[config.mk]
export PLATFORM = sky130hd
export DESIGN_NAME = escalonador_elevador
export DESIGN_NICKNAME = d
export VERILOG_FILES = /design/src/rtl/escalonador_elevador.sv
export SDC_FILE = /design/constraint.sdc
export NUM_CORES = 1
export LEC_CHECK = 0
export BUFFER_PORTS_ARGS = -buffer_cell sky130_fd_sc_hd__buf_2
export CORE_UTILIZATION = 30
export CTS_BUF_LIST = sky130_fd_sc_hd__clkbuf_2
export CTS_CLUSTER_SIZE = 28
export DETAILED_ROUTE_END_ITERATION = 6
export GPL_ROUTABILITY_DRIVEN = 0
export PLACE_DENSITY_LB_ADDON = 0.08
export SLEW_MARGIN = 40
export SYNTH_ARGS = -nofsm -noshare
export SYNTH_HDL_FRONTEND = slang
export SYNTH_SLANG_ARGS = --single-unit
[constraint.sdc]
create_clock -name clk -period 4 [get_ports clk]
set_clock_uncertainty 0.2 [all_clocks]
set_input_delay 0.8 -clock clk [delete_from_list [all_inputs] [get_ports clk]]
set_output_delay 0.8 -clock clk [all_outputs]
set_load 0.03 [all_outputs]
[src/rtl/escalonador_elevador.sv]
// SCAN elevator call scheduler: latches floor calls, flags calls above/below the cabin
// and sequences idle / up / down / door-open with a reloadable door timer.
`timescale 1ns/1ps
module escalonador_elevador #(
  parameter int N_ANDARES = 16,
  parameter int T_PORTA   = 4,
  parameter int AW        = (N_ANDARES > 2) ? $clog2(N_ANDARES) : 1
) (
  input  logic                 clk,
  input  logic                 rst_n,
  input  logic [N_ANDARES-1:0] botao,
  input  logic [AW-1:0]        andar,
  input  logic                 andar_valido,
  output logic [N_ANDARES-1:0] pendentes,
  output logic                 subida,
  output logic                 descida,
  output logic                 motor_sobe,
  output logic                 motor_desce,
  output logic                 porta_aberta,
  output logic [1:0]           estado
);

  typedef enum logic [1:0] {
    OCIOSO   = 2'd0,
    SUBINDO  = 2'd1,
    DESCENDO = 2'd2,
    PORTA    = 2'd3
  } estado_t;

  localparam int TW = (T_PORTA > 1) ? $clog2(T_PORTA) : 1;
  localparam logic [TW-1:0] T_RELOAD = TW'(T_PORTA - 1);

  estado_t              estado_q;
  estado_t              estado_prox;
  logic [TW-1:0]        timer;
  logic                 ultima_dir;
  logic                 em_faixa;
  logic                 aqui;
  logic                 press_aqui;
  logic [N_ANDARES-1:0] sel;
  logic [N_ANDARES-1:0] limpa;

  assign em_faixa = (32'(andar) < N_ANDARES);
  assign estado   = estado_q;

  // Floor decode: an out-of-range floor selects nothing, so no call is seen anywhere.
  always_comb begin
    sel     = '0;
    subida  = 1'b0;
    descida = 1'b0;
    for (int i = 0; i < N_ANDARES; i++) begin
      if (em_faixa) begin
        if (i == int'(andar)) sel[i] = 1'b1;
        if (i > int'(andar))  subida  = subida  | pendentes[i];
        if (i < int'(andar))  descida = descida | pendentes[i];
      end
    end
    aqui       = |(pendentes & sel);
    press_aqui = |(botao & sel);
  end

  always_comb begin
    estado_prox = estado_q;
    if (em_faixa) begin
      case (estado_q)
        OCIOSO: begin
          if (andar_valido && aqui) estado_prox = PORTA;
          else if (subida)          estado_prox = SUBINDO;
          else if (descida)         estado_prox = DESCENDO;
        end
        SUBINDO: begin
          if (andar_valido && aqui)         estado_prox = PORTA;
          else if (andar_valido && !subida) estado_prox = OCIOSO;
        end
        DESCENDO: begin
          if (andar_valido && aqui)          estado_prox = PORTA;
          else if (andar_valido && !descida) estado_prox = OCIOSO;
        end
        PORTA: begin
          // A press at this floor keeps the door open rather than registering a call.
          if (!press_aqui && timer == '0) begin
            if (ultima_dir && subida)        estado_prox = SUBINDO;
            else if (!ultima_dir && descida) estado_prox = DESCENDO;
            else if (subida)                 estado_prox = SUBINDO;
            else if (descida)                estado_prox = DESCENDO;
            else                             estado_prox = OCIOSO;
          end
        end
        default: estado_prox = OCIOSO;
      endcase
    end
  end

  assign limpa = (estado_prox == PORTA || estado_q == PORTA) ? sel : '0;

  always_ff @(posedge clk) begin
    if (!rst_n) begin
      pendentes    <= '0;
      estado_q     <= OCIOSO;
      timer        <= '0;
      ultima_dir   <= 1'b1;
      motor_sobe   <= 1'b0;
      motor_desce  <= 1'b0;
      porta_aberta <= 1'b0;
    end else begin
      pendentes    <= (pendentes | botao) & ~limpa;
      estado_q     <= estado_prox;
      motor_sobe   <= (estado_prox == SUBINDO);
      motor_desce  <= (estado_prox == DESCENDO);
      porta_aberta <= (estado_prox == PORTA);
      if (estado_prox == SUBINDO && estado_q != SUBINDO)
        ultima_dir <= 1'b1;
      else if (estado_prox == DESCENDO && estado_q != DESCENDO)
        ultima_dir <= 1'b0;
      if (estado_prox == PORTA) begin
        if (estado_q != PORTA || press_aqui)
          timer <= T_RELOAD;
        else if (em_faixa && timer != '0)
          timer <= timer - TW'(1);
      end
    end
  end

endmodule

==> results.yml <==
setup_path:
  startpoint_class_of_the_critical_path: "input pin"
  setup.worst_path.end_class: "output port"
  path_max_fanout: 37
  cpPeakStageDelay_ns: 0.52
  reg2reg_depth: 8
  cp_cell_sequence: "buf_2 > inv_1 > o221a_1 > a2111oi_4 > nand3_2 > buf_2"
  critPathArrivalTime_ns: 2.54
  required_ns: 3.00
  cp_common_cell: "sky130_fd_sc_hd__buf_2"
  worst-setup-path-type: "input pin to output port"
  cpMaxStageDelayCell: "sky130_fd_sc_hd__buf_2"
clock_network:
  tritoncts: "built"
  cts_h_tree_lvls: 1
  buffers_inserted_during_post_cts_setup_optimization: 0
  cts_sinks: 24
  clkLatencyLatePin_ns: 0.36
  clkTransAtPathRegs_ns: 0.26
  post_cts_resize_count: 0
  holdBufCountCts: 0
  cts_max_path_buffers: 2
  root_buffer: "sky130_fd_sc_hd__clkbuf_2"
  cts-buffers-inserted: 3
placement:
  numPortBuffers: 45
  dp_worst_setup_slack_ns: 0.4835
  place_area_um2: 2063
  placed_cells_incl_taps: 324
  hpwl_mm: 4.341
sta:
  final.setup.tns_ns: 0
  period_needed_ns: 3.535
  hold_violations: 0
  worst_slew_margin_rel: 0.5502
  timing_worst_slew_pin_value_ns: 0.6747
  final.period_utilization: 0.8838
  hold_slack_ns: 0.3075
  max_slew_vio_count: 0
  max_freq_mhz: 282.9
  grt_setup_unrepaired: "no"
  min_setup_slack_post_route_ns: 0.4647
  finalSetupViolCount: 0
yosys:
  synth_compound_area_frac: 0.3617
  synth.net_count: 244
  synth_cells: 220
  synthFlopType: "sky130_fd_sc_hd__dfxtp_1"
  synthAdderAreaFrac: 0.01304
  ys_async_sr_fraction: 0
  synthSimpleGateAreaFrac: 0.2340
  synth_edf_count: 0
  post_synth.cell_area_avg_um2: 8.286
  synth-seq-area-share: 0.2636
  syn_area_um2: 1823
  yosysUniqueCellTypes: 67
  post_synth_xor_area_fraction: 0
  main_combinational_cell_family_by_area_after_synthesis: "compound AO/OA/AOI/OAI gates"
  yosys_warnings: 0
  multiplexer_share_of_the_synthesized_area: 0.04461
  synth.ff_latch_count: 24
cells_and_area:
  fillCellCount: 646
  final_core_util: 0.3582
  drive_above_1_share: 0.2964
  area_growth_pct: 15.65
  area_taken_by_multi_input_logic_gates_um2: 1191
  finish.cell_count_without_fillers: 328
  final_net_count: 278
  sequential_cell_area_um2: 480.5
  final_common_cell: "sky130_fd_sc_hd__buf_2"
  commonest_cells_after_routing_fill_and_taps_aside: "45 x sky130_fd_sc_hd__buf_2, 24 x sky130_fd_sc_hd__dfxtp_1, 17 x sky130_fd_sc_hd__o21ai_0, 15 x sky130_fd_sc_hd__nor2_1, 11 x sky130_fd_sc_hd__nand2_1"
  diodes: 0
  final_design_instance_area_without_fill_um2: 2108
grt:
  number_of_antenna_violations_at_the_first_check_in_global_routing: 0
  total_global_routing_track_utilization: 0.1969
  gr-total-overflow: 0
  first_pass_grt_wire_length_mm: 9.611
  first_global_vias: 1773
  grt_max_degree: 39
floorplanning:
  floorplan.core_area_um2: 5886
  chipHeight_um: 79.95
  placementRows: 28
  initial_utilization: 0.3097
  floorplan_die_width_um: 79.95
  design.die.area_um2: 6392
  io_pins: 46
route:
  detailedRoute.firstIterationViolations: 137
  vias_per_cell: 5.738
  totalWireLength_mm: 6.049
  remaining_drc_errors: 0
  detailroute.via_count: 1882
  drt.antenna.violating_nets: 0
  drt_first_pass_iters: 4
  avg_wl_per_cell_um: 18.44
outcome:
  outcome: "completed"
hold_path:
  worst_hold_path_type: "flip-flop to flip-flop"
  hold-path-cell-count: 1
pwr:
  vdd.ir_drop.worst_uv: 156.5
  power_density_nw_per_um2: 342.6
  power_leakage_nw: 0.8410
  total_power_mw: 0.7222
job:
  cap_violations: 0
==> final cells by class <==
type                    instances  share of cell area
flip-flops and latches         24              0.2279
clock buffers                   3            0.007122
inverters                      10             0.01780
well taps                      75             0.04451
multi-input cells             167              0.5650
repair buffers                 48              0.1234
clock inverters                 1             0.01424
==> cell families (layout without fill, tap and decap cells) <==
family / after synthesis / count (layout)
AOI/OAI and AO/OA: 84 / 84
buffers and inverters: 29 / 62
and+or+nand+nor: 73 / 73
muxes: 8 / 8
DFF: 24 / 24
adders and majority gates: 2 / 2
==> worst max-delay path: cells and delay by family <==
family,cells,cell delay (ns)
AOI/OAI and AO/OA,2,0.60
buffers and inverters,3,0.94
and+or+nand+nor,1,0.18
==> per-layer routing <==
metal  share of wire  wire [µm]  GRT usage  up-vias
li1                -          -          -      907
met1            0.47       2871     0.2801      895
met2            0.44       2641     0.2957       68
met3           0.065        396    0.03657       12
met4           0.023        140    0.06250        0
met5               0          0          0        -
==> where the power goes <==
group	switching [mW]	total [mW]	leakage (nW)	internal [mW]
Sequential	0.0333	0.296	0.200	0.263
Clock	0.0845	0.170	0.0266	0.0859
Combinational	0.159	0.256	0.614	0.0974
==> cells in the mapped netlist, types with 2 or more instances <==
cell type,number,area share
sky130_fd_sc_hd__nor2_1,15,0.031
sky130_fd_sc_hd__nand4b_1,2,0.0096
sky130_fd_sc_hd__buf_2,10,0.027
sky130_fd_sc_hd__nor2b_1,7,0.024
sky130_fd_sc_hd__nand3b_1,6,0.025
sky130_fd_sc_hd__inv_1,10,0.021
sky130_fd_sc_hd__o21a_1,2,0.0082
sky130_fd_sc_hd__a41oi_1,5,0.024
sky130_fd_sc_hd__o21ba_2,2,0.011
sky130_fd_sc_hd__a21oi_1,10,0.027
sky130_fd_sc_hd__nand3_1,6,0.016
sky130_fd_sc_hd__o21ai_0,17,0.047
sky130_fd_sc_hd__nor3_1,6,0.016
sky130_fd_sc_hd__mux2i_1,7,0.038
sky130_fd_sc_hd__dfxtp_1,24,0.26
sky130_fd_sc_hd__and2_1,3,0.010
sky130_fd_sc_hd__clkbuf_1,3,0.0062
sky130_fd_sc_hd__a31oi_1,9,0.031
sky130_fd_sc_hd__o221a_1,2,0.012
sky130_fd_sc_hd__o31ai_1,3,0.012
sky130_fd_sc_hd__or3_1,2,0.0069
sky130_fd_sc_hd__a211oi_1,4,0.016
sky130_fd_sc_hd__a31o_2,2,0.0096
sky130_fd_sc_hd__buf_6,3,0.019
sky130_fd_sc_hd__o22ai_1,2,0.0069
sky130_fd_sc_hd__a22o_1,2,0.0096
sky130_fd_sc_hd__nand2b_1,3,0.010
sky130_fd_sc_hd__buf_4,2,0.0082
sky130_fd_sc_hd__o221a_2,3,0.019
sky130_fd_sc_hd__nand2_1,11,0.023
==> state kept, by name, summed over array words and instances (netlist names) <==
| signal | flops |
|---|---|
| estado | 2 |
| motor_desce | 1 |
| motor_sobe | 1 |
| pendentes | 16 |
| porta_aberta | 1 |
| timer | 2 |
| ultima_dir | 1 |
==> worst paths after layout <==
check                             startpoint          to  slack (ns)
worst min register to register      timer[0]    timer[0]        0.31
worst max register to register  pendentes[8]  ultima_dir        1.33
worst max-delay path                andar[3]      subida        0.46
worst min-delay path                timer[0]    timer[0]        0.31
Power figures use the tool's default switching activity.
